===== src/rtl/seven_seg_pkg.sv =====
// Shared codes, widths and the nibble sanitiser for the seven-segment scan controller.
// The downstream decoder only understands codes 0-9, 10 ('-'), 11 ('r') and 14 ('E').
package seven_seg_pkg;

    localparam logic [3:0] CODE_DASH  = 4'd10;
    localparam logic [3:0] CODE_R     = 4'd11;
    localparam logic [3:0] CODE_E     = 4'd14;
    localparam int         SEL_W      = 2;
    localparam int         NUM_DIGITS = 4;

    // Codes the decoder leaves undefined are shown as a dash rather than garbage.
    function automatic logic [3:0] sanitise_code(input logic [3:0] nibble);
        case (nibble)
            4'd12, 4'd13, 4'd15: return CODE_DASH;
            default:             return nibble;
        endcase
    endfunction

endpackage


===== src/rtl/seven_seg_prescaler.sv =====
// Divides clk into digit slots; tick is high for the last cycle of every slot.
// tick is registered, so it is set on the edge where the counter reaches its last value.
module seven_seg_prescaler #(
    parameter  int REFRESH_DIV = 100000,
    localparam int CNT_W       = $clog2(REFRESH_DIV)
) (
    input  logic clk,
    input  logic rst_n,
    output logic tick
);

    localparam logic [CNT_W-1:0] CNT_LAST     = CNT_W'(REFRESH_DIV - 1);
    localparam logic [CNT_W-1:0] CNT_PRE_LAST = CNT_W'(REFRESH_DIV - 2);

    logic [CNT_W-1:0] cnt;

    always_ff @(posedge clk or negedge rst_n) begin
        if (!rst_n) begin
            cnt  <= '0;
            tick <= 1'b0;
        end else begin
            cnt  <= (cnt == CNT_LAST) ? '0 : cnt + CNT_W'(1);
            tick <= (cnt == CNT_PRE_LAST);
        end
    end

endmodule


===== src/rtl/seven_seg_scan_ctrl.sv =====
// Four-digit scan controller: walks sel across the digits and presents the matching code.
// New words are double-buffered and only become visible at a frame boundary.
module seven_seg_scan_ctrl
    import seven_seg_pkg::*;
#(
    parameter int REFRESH_DIV = 100000
) (
    input  logic             clk,
    input  logic             rst_n,
    input  logic             load,
    input  logic [15:0]      value,
    input  logic             err,
    output logic [SEL_W-1:0] sel,
    output logic [3:0]       digit,
    output logic             tick,
    output logic             load_ack
);

    logic [15:0] active_word;
    logic [15:0] pending_word;
    logic        pending;
    logic        err_active;
    logic [15:0] clean_value;
    logic        boundary;

    seven_seg_prescaler #(
        .REFRESH_DIV (REFRESH_DIV)
    ) u_prescaler (
        .clk   (clk),
        .rst_n (rst_n),
        .tick  (tick)
    );

    always_comb begin
        clean_value = '0;
        for (int d = 0; d < NUM_DIGITS; d++) begin
            clean_value[4*d +: 4] = sanitise_code(value[4*d +: 4]);
        end
    end

    assign boundary = tick && (sel == SEL_W'(NUM_DIGITS - 1));

    // Handshake: load is a fire-and-forget strobe with no back-pressure; the pending word
    // can be overwritten any time, and load_ack pulses once when the latest one is committed.
    always_ff @(posedge clk or negedge rst_n) begin
        if (!rst_n) begin
            sel          <= '0;
            active_word  <= '0;
            pending_word <= '0;
            pending      <= 1'b0;
            err_active   <= 1'b0;
            load_ack     <= 1'b0;
        end else begin
            load_ack <= 1'b0;
            if (tick) begin
                sel <= sel + SEL_W'(1);
            end
            if (boundary) begin
                err_active <= err;
                if (pending) begin
                    active_word <= pending_word;
                    pending     <= 1'b0;
                    load_ack    <= 1'b1;
                end
            end
            // A load on the boundary edge wins over the clear so the new word waits a frame.
            if (load) begin
                pending_word <= clean_value;
                pending      <= 1'b1;
            end
        end
    end

    always_comb begin
        digit = active_word[15:12];
        if (err_active) begin
            case (sel)
                2'd0:    digit = CODE_DASH;
                2'd1:    digit = CODE_E;
                default: digit = CODE_R;
            endcase
        end else begin
            case (sel)
                2'd0:    digit = active_word[15:12];
                2'd1:    digit = active_word[11:8];
                2'd2:    digit = active_word[7:4];
                default: digit = active_word[3:0];
            endcase
        end
    end

endmodule


===== config.mk =====
export PLATFORM = sky130hd
export DESIGN_NAME = seven_seg_scan_ctrl
export DESIGN_NICKNAME = d
export VERILOG_FILES = /design/src/rtl/seven_seg_pkg.sv /design/src/rtl/seven_seg_prescaler.sv /design/src/rtl/seven_seg_scan_ctrl.sv
export SDC_FILE = /design/constraint.sdc
export NUM_CORES = 1
export LEC_CHECK = 0
export ABC_AREA = 1
export CAP_MARGIN = 40
export CORE_ASPECT_RATIO = 0.7
export CORE_UTILIZATION = 41
export CTS_CLUSTER_DIAMETER = 150
export DETAILED_ROUTE_END_ITERATION = 16
export GPL_TIMING_DRIVEN = 0
export SLEW_MARGIN = 20
export SYNTH_ARGS = -nofsm -noshare
export SYNTH_HDL_FRONTEND = slang
export SYNTH_HIERARCHICAL = 1
export SYNTH_SLANG_ARGS = --single-unit

===== constraint.sdc =====
create_clock -name clk -period 2.27 [get_ports clk]
set_input_delay 0.5675 -clock clk [delete_from_list [all_inputs] [get_ports clk]]
set_output_delay 0.5675 -clock clk [all_outputs]
set_load 0.02 [all_outputs]

==> results.cfg, run 1 <==
[clocking]
postCtsHoldBufs = 0
clock_path_buffers = 2
insertion_delay_ns = 0.31
cts_tree = done
cts_sinks = 55
cts_root_buf = clkbuf_8
clk_pin_slew_ns = 0.10
numCtsBuffers = 5
htree_levels = 2

[yosys]
synthFlopType = dfrtp_1
yosysSeqAreaShare_pct = 49.0
syn-cell-area_um2 = 2810
yosys-top-cells-area = dfrtp_1 (49%), nand2_1 (18%), inv_1 (6.1%)
yosys.area.top_type = dfrtp_1
synthCells = 355
yosysWarnings = 6
synth_most_common_cell = nand2_1
synth_top_family_by_area = simple AND/OR/NAND/NOR gates
synth.top_cell.area_share_pct = 49.0
yosys-top-cells-count = nand2_1 (134), dfrtp_1 (55), inv_1 (46)
synthAdderAreaFrac_pct = 3.56
avgSynthCellArea_um2 = 7.92
yosys.area_share.xor_xnor_pct = 1.87
synth.ff_latch_count = 55
synth_compound_area_share_pct = 6.46
synth-edff-count = 0
yosysUniqueCellTypes = 29
synth-async-reset-ratio_pct = 100
synth_simple_gate_area_share_pct = 30.3
synth_nets = 383
synth_mux_area_share_pct = 0

[layout]
final_nets = 420
drive_gt1_share_pct = 13.7
antenna_cells = 0
area_growth_pct = 18.7
fin_area_um2 = 3340
final_util_pct = 51.9
fill_cells = 643

[power]
netSwitchingPower_uw = 405
p_comb_share_pct = 6.2
p_leak_uw = 0.00179
clock_power_share_pct = 38.0
powerDensity_nw_per_um2 = 546
fin_total_pwr_uw = 1820
ir_drop_mv = 0.255
swShare_pct = 22.2
p_int_uw = 1420
p_seq_share_pct = 55.8

[drt]
vias = 2215
dr_wl_met3_um = 271
via_per_inst = 4.58
antenna_left = 0
drt_pre_antenna_iters = 4
wl_met1_mm = 3.34
wire_per_inst_um = 12.2
met2_length_mm = 2.25
drt_wl_total_mm = 5.89
drtIter0Drc = 93
drcViolationCount = 0
routed.top_layer = met4

[timing]
rsz0062_at_grt = false
final_max_slew_viol_count = 0
fin_tns_setup_ns = 0
hold_viol_final = 0
finalCritPeriodShare_pct = 94.0
tightest_slew_ns = 0.703
min_period_ns = 2.13
setup_ws_ns = 0.137
worst_slew_margin_rel_pct = 53.1
setup-violations-final = 0
fmax_ghz = 0.469
clock-skew-final_ns = 0.00812

[worst_setup_path]
r2r_slack_ns = 0.77
startpoint = sel[1]
startpoint_type = register
reg2reg_depth = 9
cp-end-kind = output port
worstPathArrival_ns = 1.57
path_max_fanout = 5
worstReg2RegStart = sel[0]
required_ns = 1.70
critPathKind = register to output port

[placement]
post-dp-hpwl_mm = 4.34
dpl-instance-area_um2 = 3190
portBuffers = 27
gp_congestion = 0.827
pre_cts_ws_ns = -0.117

[grt]
grt_pass1_vias = 2064
antenna_found_initial = 0
grt_max_degree = 56
grt_pass1_wl_mm = 9.90
grtUsageTotal_pct = 18.3
overflow = 0

[floorplanning]
dieArea_um2 = 7190
core_um2 = 6430
start_util_pct = 43.7
die-height_um = 71.3
rows = 24
dieWidth_um = 101
ios = 28

[status]
status = complete, no violations

[worst_hold_path]
hp-class = primary input to async pin

[job]
cap_violations = 0
==> per-stage QoR <==
stage / hold slack (ns) / instances
6_report: 0.291 / 484
5_1_grt: 0.343 / 484
4_1_cts: 0.324 / 484
3_5_place_dp: 0.452 / 473
3_3_place_gp: 0.454 / 473
2_1_floorplan: 0.272 / 355
==> state kept, by name, indices dropped and copies added, names as in the netlist <==
register          cells
err_active            1
load_ack              1
active_word          16
u_prescaler/tick      1
pending_word         16
u_prescaler/cnt      17
sel                   2
pending               1
==> placed cells by master (no fill, tap or decap), drive strengths merged <==
master,n
nand2,137
dfrtp,55
inv,51
nor2,34
clkdlybuf4s50,22
o21ai,21
nand3,19
buf,12
a21oi,9
clkbuf,8
ha,8
xor2,5
nand4,5
o22ai,2
clkinv,2
bufinv,1
xnor2,1
or2,1
==> path summary, 6_finish.rpt <==
path | to
max | digit[0]
min | pending_word[7]
max reg2reg | active_word[1]
min reg2reg | active_word[4]
max in group asynchronous | sel[0]
min in group clk | active_word[4]
==> cell type report <==
cell class                      count  area [µm²]  share of cell area, %
Sequential cell                    55        1380                   41.3
Tap cell                           91         114                   3.41
Inverter                           52         199                   5.96
Clock buffer                        6        82.6                   2.47
Multi-Input combinational cell    242        1210                   36.1
Timing Repair Buffer               30         270                   8.10
Clock inverter                      2        38.8                   1.16
Buffer                              6        48.8                   1.46
==> timing repair <==
| item | 4_1_cts | 5_1_grt |
|---|---|---|
| buffers inserted | 3 | 0 |
| endpoints found under the hold margin | 0 | 0 |
| resized for setup | 16 | 6 |
| setup endpoints to repair | 4 | 4 |
==> kinds of logic after synthesis <==
| kind of cell | Yosys count |
|---|---|
| adders and majority gates | 8 |
| AOI/OAI and AO/OA | 32 |
| DFF | 55 |
| buffers and inverters | 58 |
| xor gates and xnor gates | 6 |
| and+or+nand+nor | 196 |
==> layer usage <==
| layer | global-route usage, % | up-vias |
|---|---|---|
| met5 | 0 | - |
| met4 | 4.83 | 0 |
| met3 | 3.80 | 2 |
| met2 | 24.3 | 36 |
| met1 | 29.6 | 1009 |
| li1 | - | 1168 |
==> worst max-delay path, stage by stage (launching register included) <==
cell and delay [ns]:
dfrtp_1 0.44, inv_2 0.09, ha_2 0.21, nand2_1 0.09
nand2_1 0.05, o21ai_0 0.13, nand2_1 0.09, buf_2 0.16
==> power by group through the flow <==
stage               Clock [µW]  Sequential [µW]  Combinational (µW)
finish                     691             1020                 113
detailed placement           0             1040                 116
CTS                        718             1020                 116
global route               755             1020                 132
floorplan                    0             1030                44.1
global placement             0             1040                 114
Note: power is estimated with default switching activity, not from simulation.
==> run 2: changes to the inputs <==
==> constraint.sdc (replaced) <==
create_clock -name clk -period 2.27 [get_ports clk]
set_input_delay 0.227 -clock clk [delete_from_list [all_inputs] [get_ports clk]]
set_output_delay 0.227 -clock clk [all_outputs]
set_load 0.02 [all_outputs]
==> run 2 against run 1 <==
Register-to-register slack improved by 0.12 ns. Total power is essentially flat. Sequential power about the same. Critical path type unchanged. Critical endpoint is now digit[2]. Largest power group unchanged.
==> results.cfg, run 2 (same netlist as run 1, synthesis figures left out) <==
[worst_setup_path]
reg2reg_depth = 8
cp_slowest_cell = dfrtp_2
slowest_delay_ns = 0.47
path_max_fanout = 7
required_ns = 2.04
path_cells = ha_1 -> inv_1 -> nand2_1 -> o21ai_0 -> nand2_1 -> dlygate4sd2_1
startpoint = sel[0]
critPathKind = register to output port
cp-end-kind = output port
worstPathArrival_ns = 1.87
timing.critical_path.buf_inv = 2
worstReg2RegStart = sel[0]
r2r-end = active_word[1]
startpoint_type = register
r2r_slack_ns = 0.89
critPathTopFamily = buffers and inverters
cpMostUsedCell = nand2_1

[grt]
antenna_found_initial = 0
grt_max_degree = 56
overflow = 0
grt_pass1_vias = 2057
grt_pass1_wl_mm = 9.90
grtUsageTotal_pct = 18.3

[floorplanning]
core_um2 = 6430
dieArea_um2 = 7190
dieWidth_um = 101
start_util_pct = 43.7
ios = 28
die-height_um = 71.3
rows = 24

[layout]
largest-register = u_prescaler/cnt
fin_area_um2 = 3330
fill_cells = 646
final_util_pct = 51.8
regArea_um2 = 1380
antenna_cells = 0
drive_gt1_share_pct = 11.0
largest_reg_flops = 17
final_common_cell = nand2_1
multi_input_area_um2 = 1190
final_nets = 418
area_growth_pct = 18.4
layout_common_cells = nand2_1 (134), dfrtp_1 (54), inv_1 (46)
reg.largest.list = u_prescaler/cnt x17, active_word x16, pending_word x16

[power]
netSwitchingPower_uw = 405
p_leak_uw = 0.00178
p_comb_share_pct = 6.3
p_int_uw = 1420
ir_drop_mv = 0.256
swShare_pct = 22.2
powerDensity_nw_per_um2 = 548
p_seq_share_pct = 55.8
clock_power_share_pct = 37.9

[timing]
final_max_slew_viol_count = 0
clock-skew-final_ns = 0.0111
worst_slew_margin_rel_pct = 53.3
rsz0062_at_grt = false
finalCritPeriodShare_pct = 92.4
setup_ws_ns = 0.173
hold_viol_final = 0
setup-violations-final = 0
fmax_ghz = 0.477
min_period_ns = 2.10
tightest_slew_ns = 0.701
whs_ns = 0.477

[clocking]
insertion_delay_ns = 0.31
cts_tree = done
cts_sinks = 55
post_cts_buffers = 0
cts_root_buf = clkbuf_8
clock_path_buffers = 2
numCtsBuffers = 5
htree_levels = 2
clk_pin_slew_ns = 0.11

[placement]
post-dp-hpwl_mm = 4.34
pre_cts_ws_ns = 0.224
gp_congestion = 0.827
portBuffers = 27
dpl-instance-area_um2 = 3190

[worst_hold_path]
hp-class = register to register
min_from = pending_word[2]
holdPathStages = 2
min_to = active_word[2]

[drt]
wire_per_inst_um = 12.2
drcViolationCount = 0
antenna_left = 0
drt_wl_total_mm = 5.87
drtIter0Drc = 103
via_per_inst = 4.57
drt_pre_antenna_iters = 4
vias = 2204

[status]
status = complete, no violations

[job]
cap_violations = 0
-- run 2: changes by cell type in the layout (fill, tap and decap cells not counted), moves of 2 or more --
cell,previous run,this run
buf_2,5,3
buf_4,5,2
clkbuf_2,2,0
dlygate4sd2_1,0,3
ha_1,4,6
inv_1,44,46
inv_2,5,3
-- run 2: metrics by stage --
| step | setup TNS [ns] | power [µW] | std cells |
|---|---|---|---|
| after floorplan | 0 | 1080 | 355 |
| after global placement | -44.21 | 1150 | 473 |
| after detailed placement | 0 | 1150 | 473 |
| after CTS | 0 | 1850 | 482 |
| after global routing | 0 | 1910 | 482 |
| final | 0 | 1820 | 482 |
-- run 2: how the worst max path moves through the flow --
stage | endpoint | cells after the start
after detailed placement | digit[2] | 7
final | digit[2] | 6
after global placement | u_prescaler/cnt[1] | 1
after global routing | digit[2] | 7
after floorplan | digit[0] | 6
after CTS | digit[3] | 7
-- run 2: power by group through the flow --
stage	logic [µW]	registers, µW	clock network, µW
3_3_place_gp	114	1040	0
3_5_place_dp	116	1040	0
6_report	115	1020	691
2_1_floorplan	44.1	1030	0
5_1_grt	133	1020	754
4_1_cts	118	1020	718
-- run 2: worst reg2reg max path: stages, from the launching register on --
cell      delay, ns
dfrtp_2        0.47
ha_1           0.22
nand2_2        0.08
inv_2          0.05
nand2_4        0.08
clkinv_2       0.09
buf_8          0.14
nand2_1        0.09
nand2_1        0.05
-- run 2: layer usage --
layer / global-route usage [%] / wire, µm / up-vias
met3: 3.80 / 279 / 2
met2: 24.1 / 2200 / 37
li1: - / - / 1159
met5: 0 / 0 / -
met4: 4.83 / 29 / 0
met1: 29.8 / 3360 / 1006
-- run 2: layout make-up --
| cell class | instances | share of cell area (%) |
|---|---|---|
| buffer | 6 | 1.47 |
| clock buffer | 6 | 2.48 |
| clock inverter | 2 | 1.17 |
| inverter | 52 | 5.98 |
| multi-input combinational | 242 | 35.8 |
| sequential | 55 | 41.4 |
| tap | 91 | 3.42 |
| timing repair buffer | 28 | 8.31 |
-- run 2: timing repair --
item,4_1_cts,5_1_grt
hold buffers,1,0
endpoints found under the setup margin,4,1
hold endpoints to repair,36,0
resized for setup,5,2
==> run 3: changes to the inputs <==
HOLD_SLACK_MARGIN = 0.02   (was not set)
==> results of run 3 <==
No change in the layout: final DEF, timing and power equal those of run 2.
